--- config.mk ---
export PLATFORM = sky130hd
export DESIGN_NAME = eig_sequencer
export DESIGN_NICKNAME = d
export VERILOG_FILES = /design/src/rtl/eig_pkg.sv /design/src/rtl/phase_timer.sv /design/src/rtl/eig_sequencer.sv
export SDC_FILE = /design/constraint.sdc
export NUM_CORES = 1
export LEC_CHECK = 0
export CAP_MARGIN = 10
export CORE_MARGIN = 5
export CORE_UTILIZATION = 25
export DETAILED_ROUTE_END_ITERATION = 10
export PLACE_DENSITY_LB_ADDON = 0.05
export SLEW_MARGIN = 0
export SYNTH_ARGS = -nofsm -noshare
export SYNTH_HDL_FRONTEND = slang
export SYNTH_HIERARCHICAL = 1
export SYNTH_SLANG_ARGS = --single-unit
--- constraint.sdc ---
create_clock -name clk -period 3.5 [get_ports clk]
set_input_delay 0.525 -clock clk [delete_from_list [all_inputs] [get_ports clk]]
set_output_delay 0.525 -clock clk [all_outputs]
set_load 0.005 [all_outputs]
--- src/rtl/eig_pkg.sv ---
// Shared state/error encodings and default limits for the eigenvalue watchdog sequencer.
package eig_pkg;

    typedef enum logic [2:0] {
        IDLE,
        CSTART,
        CORE,
        OSTART,
        OUT,
        ERR
    } seq_state_t;

    typedef enum logic [1:0] {
        ERR_NONE    = 2'b00,
        ERR_CORE_TO = 2'b01,
        ERR_OL_TO   = 2'b10,
        ERR_OVERRUN = 2'b11
    } err_code_t;

    localparam int unsigned DEF_TIMEOUT_W    = 16;
    localparam int unsigned DEF_CORE_TIMEOUT = 4000;
    localparam int unsigned DEF_OL_TIMEOUT   = 64;
    localparam int unsigned DEF_RUN_CNT_W    = 8;

    // A parameter-ready pulse in any of these states is an overrun.
    function automatic logic run_in_flight(input seq_state_t s);
        return (s == CSTART) || (s == CORE) || (s == OSTART) || (s == OUT);
    endfunction

endpackage

--- src/rtl/phase_timer.sv ---
// Per-phase supervisor: counts phase cycles, remembers whether busy was seen,
// and flags busy-fall completion or timeout for the sequencer.
module phase_timer #(
    parameter int unsigned TIMEOUT_W = 16
) (
    input  logic                 clk,
    input  logic                 rst,
    input  logic                 ena,
    input  logic                 i_clear,
    input  logic                 i_run,
    input  logic                 i_busy,
    input  logic [TIMEOUT_W-1:0] i_limit,
    output logic                 o_complete,
    output logic                 o_timeout
);

    logic [TIMEOUT_W-1:0] r_count;
    logic                 r_seen;
    logic [TIMEOUT_W-1:0] w_count_inc;

    assign w_count_inc = r_count + 1'b1;

    // Completion wins over a timeout landing on the same cycle.
    assign o_complete = i_run && r_seen && !i_busy;
    assign o_timeout  = i_run && !o_complete && (w_count_inc >= i_limit);

    always_ff @(posedge clk) begin
        if (rst) begin
            r_count <= '0;
            r_seen  <= 1'b0;
        end else if (ena) begin
            if (i_clear) begin
                // Busy already high during the start cycle still counts as seen.
                r_count <= '0;
                r_seen  <= i_busy;
            end else if (i_run) begin
                r_count <= w_count_inc;
                if (i_busy) begin
                    r_seen <= 1'b1;
                end
            end
        end
    end

endmodule

--- src/rtl/eig_sequencer.sv ---
// Top-level run controller: parameter capture -> eigen core -> output loader,
// with per-phase timeout supervision and sticky error reporting.
module eig_sequencer
    import eig_pkg::*;
#(
    parameter int unsigned TIMEOUT_W    = DEF_TIMEOUT_W,
    parameter int unsigned CORE_TIMEOUT = DEF_CORE_TIMEOUT,
    parameter int unsigned OL_TIMEOUT   = DEF_OL_TIMEOUT,
    parameter int unsigned RUN_CNT_W    = DEF_RUN_CNT_W
) (
    input  logic                 clk,
    input  logic                 rst,
    input  logic                 ena,
    input  logic                 params_rdy,
    input  logic                 core_busy,
    input  logic                 ol_busy,
    input  logic                 clr_err,
    output logic                 core_start,
    output logic                 ol_start,
    output logic                 pl_hold,
    output logic                 seq_busy,
    output logic                 done,
    output logic                 err,
    output logic [1:0]           err_code,
    output logic [RUN_CNT_W-1:0] run_cnt
);

    localparam logic [TIMEOUT_W-1:0] CORE_LIMIT = TIMEOUT_W'(CORE_TIMEOUT);
    localparam logic [TIMEOUT_W-1:0] OL_LIMIT   = TIMEOUT_W'(OL_TIMEOUT);

    seq_state_t            r_state;
    seq_state_t            w_state_next;
    err_code_t             r_err_code;
    err_code_t             w_err_code_next;
    logic                  r_core_start;
    logic                  r_ol_start;
    logic                  r_done;
    logic                  r_err;
    logic                  r_active;
    logic [RUN_CNT_W-1:0]  r_run_cnt;

    logic                  w_run_done;
    logic                  w_core_phase;
    logic                  w_timer_clear;
    logic                  w_timer_run;
    logic                  w_busy_sel;
    logic [TIMEOUT_W-1:0]  w_limit;
    logic                  w_phase_complete;
    logic                  w_phase_timeout;

    // One timer serves both phases; busy and limit follow the current phase.
    assign w_core_phase  = (r_state == CSTART) || (r_state == CORE);
    assign w_timer_clear = (r_state == CSTART) || (r_state == OSTART);
    assign w_timer_run   = (r_state == CORE) || (r_state == OUT);
    assign w_busy_sel    = w_core_phase ? core_busy : ol_busy;
    assign w_limit       = w_core_phase ? CORE_LIMIT : OL_LIMIT;

    phase_timer #(
        .TIMEOUT_W (TIMEOUT_W)
    ) u_phase_timer (
        .clk        (clk),
        .rst        (rst),
        .ena        (ena),
        .i_clear    (w_timer_clear),
        .i_run      (w_timer_run),
        .i_busy     (w_busy_sel),
        .i_limit    (w_limit),
        .o_complete (w_phase_complete),
        .o_timeout  (w_phase_timeout)
    );

    always_comb begin
        w_state_next    = r_state;
        w_err_code_next = r_err_code;
        w_run_done      = 1'b0;

        case (r_state)
            IDLE: begin
                if (params_rdy) begin
                    w_state_next = CSTART;
                end
            end
            CSTART: w_state_next = CORE;
            CORE: begin
                if (w_phase_complete) begin
                    w_state_next = OSTART;
                end else if (w_phase_timeout) begin
                    w_state_next    = ERR;
                    w_err_code_next = ERR_CORE_TO;
                end
            end
            OSTART: w_state_next = OUT;
            OUT: begin
                if (w_phase_complete) begin
                    w_state_next = IDLE;
                    w_run_done   = 1'b1;
                end else if (w_phase_timeout) begin
                    w_state_next    = ERR;
                    w_err_code_next = ERR_OL_TO;
                end
            end
            ERR: begin
                // A params pulse arriving with clr_err is deliberately dropped.
                if (clr_err) begin
                    w_state_next    = IDLE;
                    w_err_code_next = ERR_NONE;
                end
            end
            default: w_state_next = IDLE;
        endcase

        // Overrun overrides any same-cycle completion or timeout.
        if (params_rdy && run_in_flight(r_state)) begin
            w_state_next    = ERR;
            w_err_code_next = ERR_OVERRUN;
            w_run_done      = 1'b0;
        end
    end

    always_ff @(posedge clk) begin
        if (rst) begin
            r_state      <= IDLE;
            r_err_code   <= ERR_NONE;
            r_core_start <= 1'b0;
            r_ol_start   <= 1'b0;
            r_done       <= 1'b0;
            r_err        <= 1'b0;
            r_active     <= 1'b0;
            r_run_cnt    <= '0;
        end else if (ena) begin
            r_state      <= w_state_next;
            r_err_code   <= w_err_code_next;
            r_core_start <= (w_state_next == CSTART);
            r_ol_start   <= (w_state_next == OSTART);
            r_done       <= w_run_done;
            r_err        <= (w_state_next == ERR);
            r_active     <= (w_state_next != IDLE);
            r_run_cnt    <= r_run_cnt + RUN_CNT_W'(w_run_done);
        end else begin
            // Frozen: levels hold, pulses die and are never replayed.
            r_core_start <= 1'b0;
            r_ol_start   <= 1'b0;
            r_done       <= 1'b0;
        end
    end

    always_ff @(posedge clk) begin
        assert (longint'(CORE_TIMEOUT) < (64'sd1 <<< TIMEOUT_W));
        assert (longint'(OL_TIMEOUT) < (64'sd1 <<< TIMEOUT_W));
    end

    assign core_start = r_core_start;
    assign ol_start   = r_ol_start;
    assign pl_hold    = r_active;
    assign seq_busy   = r_active;
    assign done       = r_done;
    assign err        = r_err;
    assign err_code   = r_err_code;
    assign run_cnt    = r_run_cnt;

endmodule

# == Word level (Yosys, flattened, before mapping) ==
# Cells that the tools add are included.
# classes
add_sub_neg,2
mul,0
div,0
order_cmp,1
n_eq_ne,13
shift,0
mux,24
bitwise,1
n_reduce_logical,21
# ops
op,count
$mux 16,2
$mux 3,6
$pmux 3 s6,1
$add 16x1->16 const B,1
$ge 16x12->1,1
$mux 12,1
$mux 2,6
$eq 3x2->1 const B,3
$eq 3x3->1 const B,3
$ne 3x3->1 const B,3
$add 8x1->8,1
$mux 1,7
$reduce_and 7->1,1
$eq 3x1->1 const B,2
$ne 3x1->1 const B,2
$pmux 2 s3,1
$logic_and 1x1->1,5
$logic_or 1x1->1,5
$reduce_bool 2->1,2
$reduce_bool 4->1,1
$logic_not 3->1,1
$reduce_and 3->1,1
$reduce_bool 3->1,1
$logic_not 1->1,2
3 further kinds,3
# totals
regBits,35
latch_bits,0
mem_bits_rw,0
rom_bits,0
memories,0

# == Logic depth before layout (Yosys ltp) ==
# logic_depth
depth_word,13
mapped_depth,14
mapped_depth_nobuf,14

# == By module ==
# Netlist, hierarchy kept.
# modules_own_cells
module,instances,cells_per_inst,area_each_um2,seq_area_each_um2
phase_timer,1,185,1451.4,340.3
eig_sequencer,1,121,1029.7,360.3

# == Least setup slack after synthesis ==
# Ideal clock, no wire load.
# synth_path
kind,register to register
from,reg u_phase_timer.r_count[0]
to,reg r_err_code[1] (netlist: err_code[1])
setup_ps,86
arrival_ps,3344
required_time_ps,3414
slack_ps,70
path_stages_with_launch,14
n_path_buf,0
period_less_slack_ps,3430
cell_sequence,dfxtp_1 ha_1 nand3_2 or4_1 xnor2_1 ha_1 and4_1 nand2_1 or4_1 a31oi_1 nand4bb_1 a21oi_1 o311ai_1 a211oi_1
# synth_via
elab_chain_len,5
# synth_lines
item,line_no,source
"start, declared",phase_timer.sv:17,logic [TIMEOUT_W-1:0] r_count;
"start signal, assigned",phase_timer.sv:37,r_count <= w_count_inc;
$add 16x1->16 (*),phase_timer.sv:21,assign w_count_inc = r_count + 1'b1;
$ge 16x12->1 (*),phase_timer.sv:25,assign o_timeout = i_run && !o_complete && (w_count_inc >= i_limit);
$logic_and 1x1->1 (*),phase_timer.sv:25,
named net w_phase_timeout,eig_sequencer.sv:49,logic w_phase_timeout;
$ne 3x1->1 (no source line),-,
$reduce_and 7->1 (no source line) (*),-,
"end signal, assigned",eig_sequencer.sv:132,r_err_code <= w_err_code_next;
"end, declared",eig_sequencer.sv:33,err_code_t r_err_code;
# Mark *: on every way through the listed nets, which the timed path passes. The rest lies on a longest branch.
# A chain may end at the register's enable or synchronous reset.

# == Worst setup path in the final report ==
# layout_path
from,reg u_phase_timer.r_count[0]
to,reg r_err_code[0] (netlist: err_code[0])
# Same word-level chain as after synthesis.

==> metrics <==
initial antenna violation count 0; synthesized instance count 306; die width 110 µm; number of global-route vias before repair 2391; drt pass-1 iters 4; Peak Freq 0.295 GHz; register area 711 µm²; synthesized flop and latch total 35; Port Buf Inserts 22; Ys Warns 6; commonest non-fill, non-tap cell in the layout buf_4; R2R setup slack 0.12 ns; Max Root-Sink Buffers 2; Die ar. 0.0120 mm²; Synth top area share 28.2%; Worst-Skew Late Latency 0.29 ns; first-pass GRT wire length 12000 µm; number of enable flip-flop cells after synthesis 0; Reg2Reg Depth 13; top post-synthesis cells by area dfxtp_1 (28%), ha_1 (9.6%), a21oi_1 (5.2%), inv_1 (3.6%), nand2_1 (3.6%); IR drop worst, VDD 0.138 mV; Filler cells 1080; Setup TNS 0 ns; crit path cell chain buf_6 -> nand3_4 -> or4b_4 -> xnor2_2 -> ha_1 -> and4_4 -> nand2_2 -> or4_4 -> a31oi_4 -> nand2b_1 -> a21oi_2 -> o311ai_4 -> a221oi_2; ANT nets after route 0; fin util 35.6%; Largest stage delay, worst path 0.53 ns; Arr. time, crit path 3.59 ns; GPL Wtd Cong 0.730; Starting Density 25.5%; CORE AREA 0.00973 mm²; Top FF cell, synth dfxtp_1; status finished, final reports clean; nature of the critical path startpoint flip-flop; CTS tree yes; cell taking the most area after synthesis dfxtp_1; FP Rows 36; GRT Total Usage 12.8%; asr flop ratio synth 0%; I/O pin total 23; hpwl dp 5510 µm; Hold Startpoint err_code[1]$_SDFFE_PP0P_; max-slew violations 0; Die Ht 110 µm; area of the multi-input gates 0.00178 mm²; hold depth 2; Nets 406; met1 usage 16.2%; Final period util 96.7%; Power, Total 962 µW; DRC 0; critical path's slowest cell or4b_4; worst path required time 3.71 ns; reg-to-reg startpoint u_phase_timer/r_count[0]$_SDFFE_PP0P_; type of destination of the critical path flip-flop; number of library cell types mapped by synthesis 63; Final Setup Violations 0; CP max FO 5; Via density 4.60; Num CTS Buffers 5; PwrDens 277 mW/mm²; most frequent cells in the layout buf_4 (47), dfxtp_1 (29), inv_1 (24), nor2_1 (24), a21oi_1 (23); drt initial violations 92; max_slew headroom 58.9%; CTS hold repair buffers 0; Fin. Hold Viols 0; largest net degree at the start of global routing 21; met3 Track Usage GR 2.58%; WL per Instance 13.9 µm; GRT Residual Overflow 0; most used routing layer met2; RSZ-0062 raised after global routing true; CTS sink cnt 35; HP Class flip-flop to flip-flop; Syn Area/Cell 8.11 µm²; Hold WS 0.456 ns; worst r2r dst err_code[0]$_SDFFE_PP0P_; Min Clock Period, post-route 3.38 ns; CTS Root Cell clkbuf_8; H-tree Lvls 2; Clock transition at path regs 0.09 ns; LEAKAGE 1.39 nW; Worst-Margin Slew 0.610 ns; met2 Resource Use GR 22.6%; mapped cell area 0.00248 mm²; DRT Wirelength 7170 µm; sequential area share after synthesis 28.2%; hold worst-path end err_code[1]$_SDFFE_PP0P_; antenna cells 0; kind of critical path flip-flop to flip-flop; P&R area growth vs syn 39.8%; Max-Cap Viols 0; Worst Clk Skew 0.00613 ns; vias 2364; ratio of cells with drive above 1 in the final layout 26.5%
-- metal layers --
metal / wire [µm] / up-vias
li1: - / 1233
met1: 3380 / 1106
met2: 3590 / 21
met3: 162 / 4
met4: 42 / 0
met5: 0 / -
-- timing repair --
item,in CTS,in global routing
setup buffers,0,5
setup endpoints to repair,7,8
cloned,0,0
pin swaps,1,16
gates resized for setup,4,31
-- per-stage QoR --
stage                     instances  setup WS (ns)  instance area, µm²
final                           514          0.116                3470
after floorplan                 314         0.0702                2510
after global placement          501         -0.138                3160
after CTS                       509         0.0103                3300
after detailed placement        501         -0.137                3160
after global routing            514        -0.0384                3470
-- sequential cells by signal, indices dropped and copies added, names as in the netlist --
register,count
core_start,1
run_cnt,8
u_phase_timer/r_seen,1
ol_start,1
u_phase_timer/r_count,16
err,1
pl_hold,1
done,1
err_code,2
r_state,3
-- synthesized netlist by cell type, types with 2 or more instances --
cell type   n
dfxtp_1    35
a21oi_1    26
inv_1      24
nand2_1    24
nor2_1     24
ha_1       19
o21ai_0    14
nand2b_1   10
xor2_1      9
nand3_1     8
xnor2_1     8
or3_1       7
a31oi_1     6
and3_1      6
clkbuf_1    5
nand4_1     5
buf_2       4
mux2i_1     4
nor3_1      4
a22o_1      3
and4_1      3
buf_4       3
nand3b_1    3
o21a_1      3
or4_1       3
a211oi_1    2
a21oi_2     2
a221oi_2    2
a22oi_1     2
and2_1      2
nor2b_1     2
nor3b_1     2
nor4_2      2
-- area by class of cell --
cell class                      count  share of cell area, %
Clock buffer                        5                   1.98
Tap cell                          133                   4.80
Sequential cell                    35                   20.5
Clock inverter                      3                   1.37
Timing Repair Buffer               72                   17.5
Multi-Input combinational cell    242                   51.3
Inverter                           24                   2.60
-- critical path: cells and delay by family, from the launching register on --
kind | cells | cell delay (ns)
AO/OA/AOI/OAI | 4 | 0.83
XOR/XNOR | 1 | 0.15
adder cells (fa/ha/maj) | 1 | 0.29
buffers and inverters | 1 | 0.11
flip-flops | 1 | 0.38
AND/OR/NAND/NOR | 6 | 1.53
-- report_power, final --
part / leakage, nW / switching [mW] / internal (mW)
clock: 0.0587 / 0.176 / 0.216
combinational: 1.05 / 0.0875 / 0.0705
sequential: 0.286 / 0.00634 / 0.405
total: 1.39 / 0.270 / 0.692
-- how the worst max path moves through the flow --
stage                                           to  slack (ns)                                  start  cells after the start
final                     err_code[0]$_SDFFE_PP0P_        0.12  u_phase_timer/r_count[0]$_SDFFE_PP0P_                     13
after global routing      err_code[0]$_SDFFE_PP0P_       -0.04  u_phase_timer/r_count[0]$_SDFFE_PP0P_                     13
after CTS                 err_code[1]$_SDFFE_PP0P_        0.01  u_phase_timer/r_count[0]$_SDFFE_PP0P_                     13
after detailed placement  err_code[1]$_SDFFE_PP0P_       -0.14  u_phase_timer/r_count[0]$_SDFFE_PP0P_                     15
after global placement    err_code[1]$_SDFFE_PP0P_       -0.14  u_phase_timer/r_count[0]$_SDFFE_PP0P_                     15
after floorplan           err_code[1]$_SDFFE_PP0P_        0.07  u_phase_timer/r_count[0]$_SDFFE_PP0P_                     13
-- cell families (layout without fill, tap and decap cells) --
kind of cell | after synthesis | in the layout | synth area share (%)
compound gates | 74 | 74 | 19.6
mux | 5 | 5 | 2.07
xor+xnor | 17 | 17 | 6.00
simple gates | 118 | 118 | 27.8
flops | 35 | 35 | 28.2
other cells | 1 | 9 | 0.151
fa+ha+maj | 19 | 19 | 9.58
buf+inv | 37 | 104 | 6.56
(Power assumes the default switching activity.)
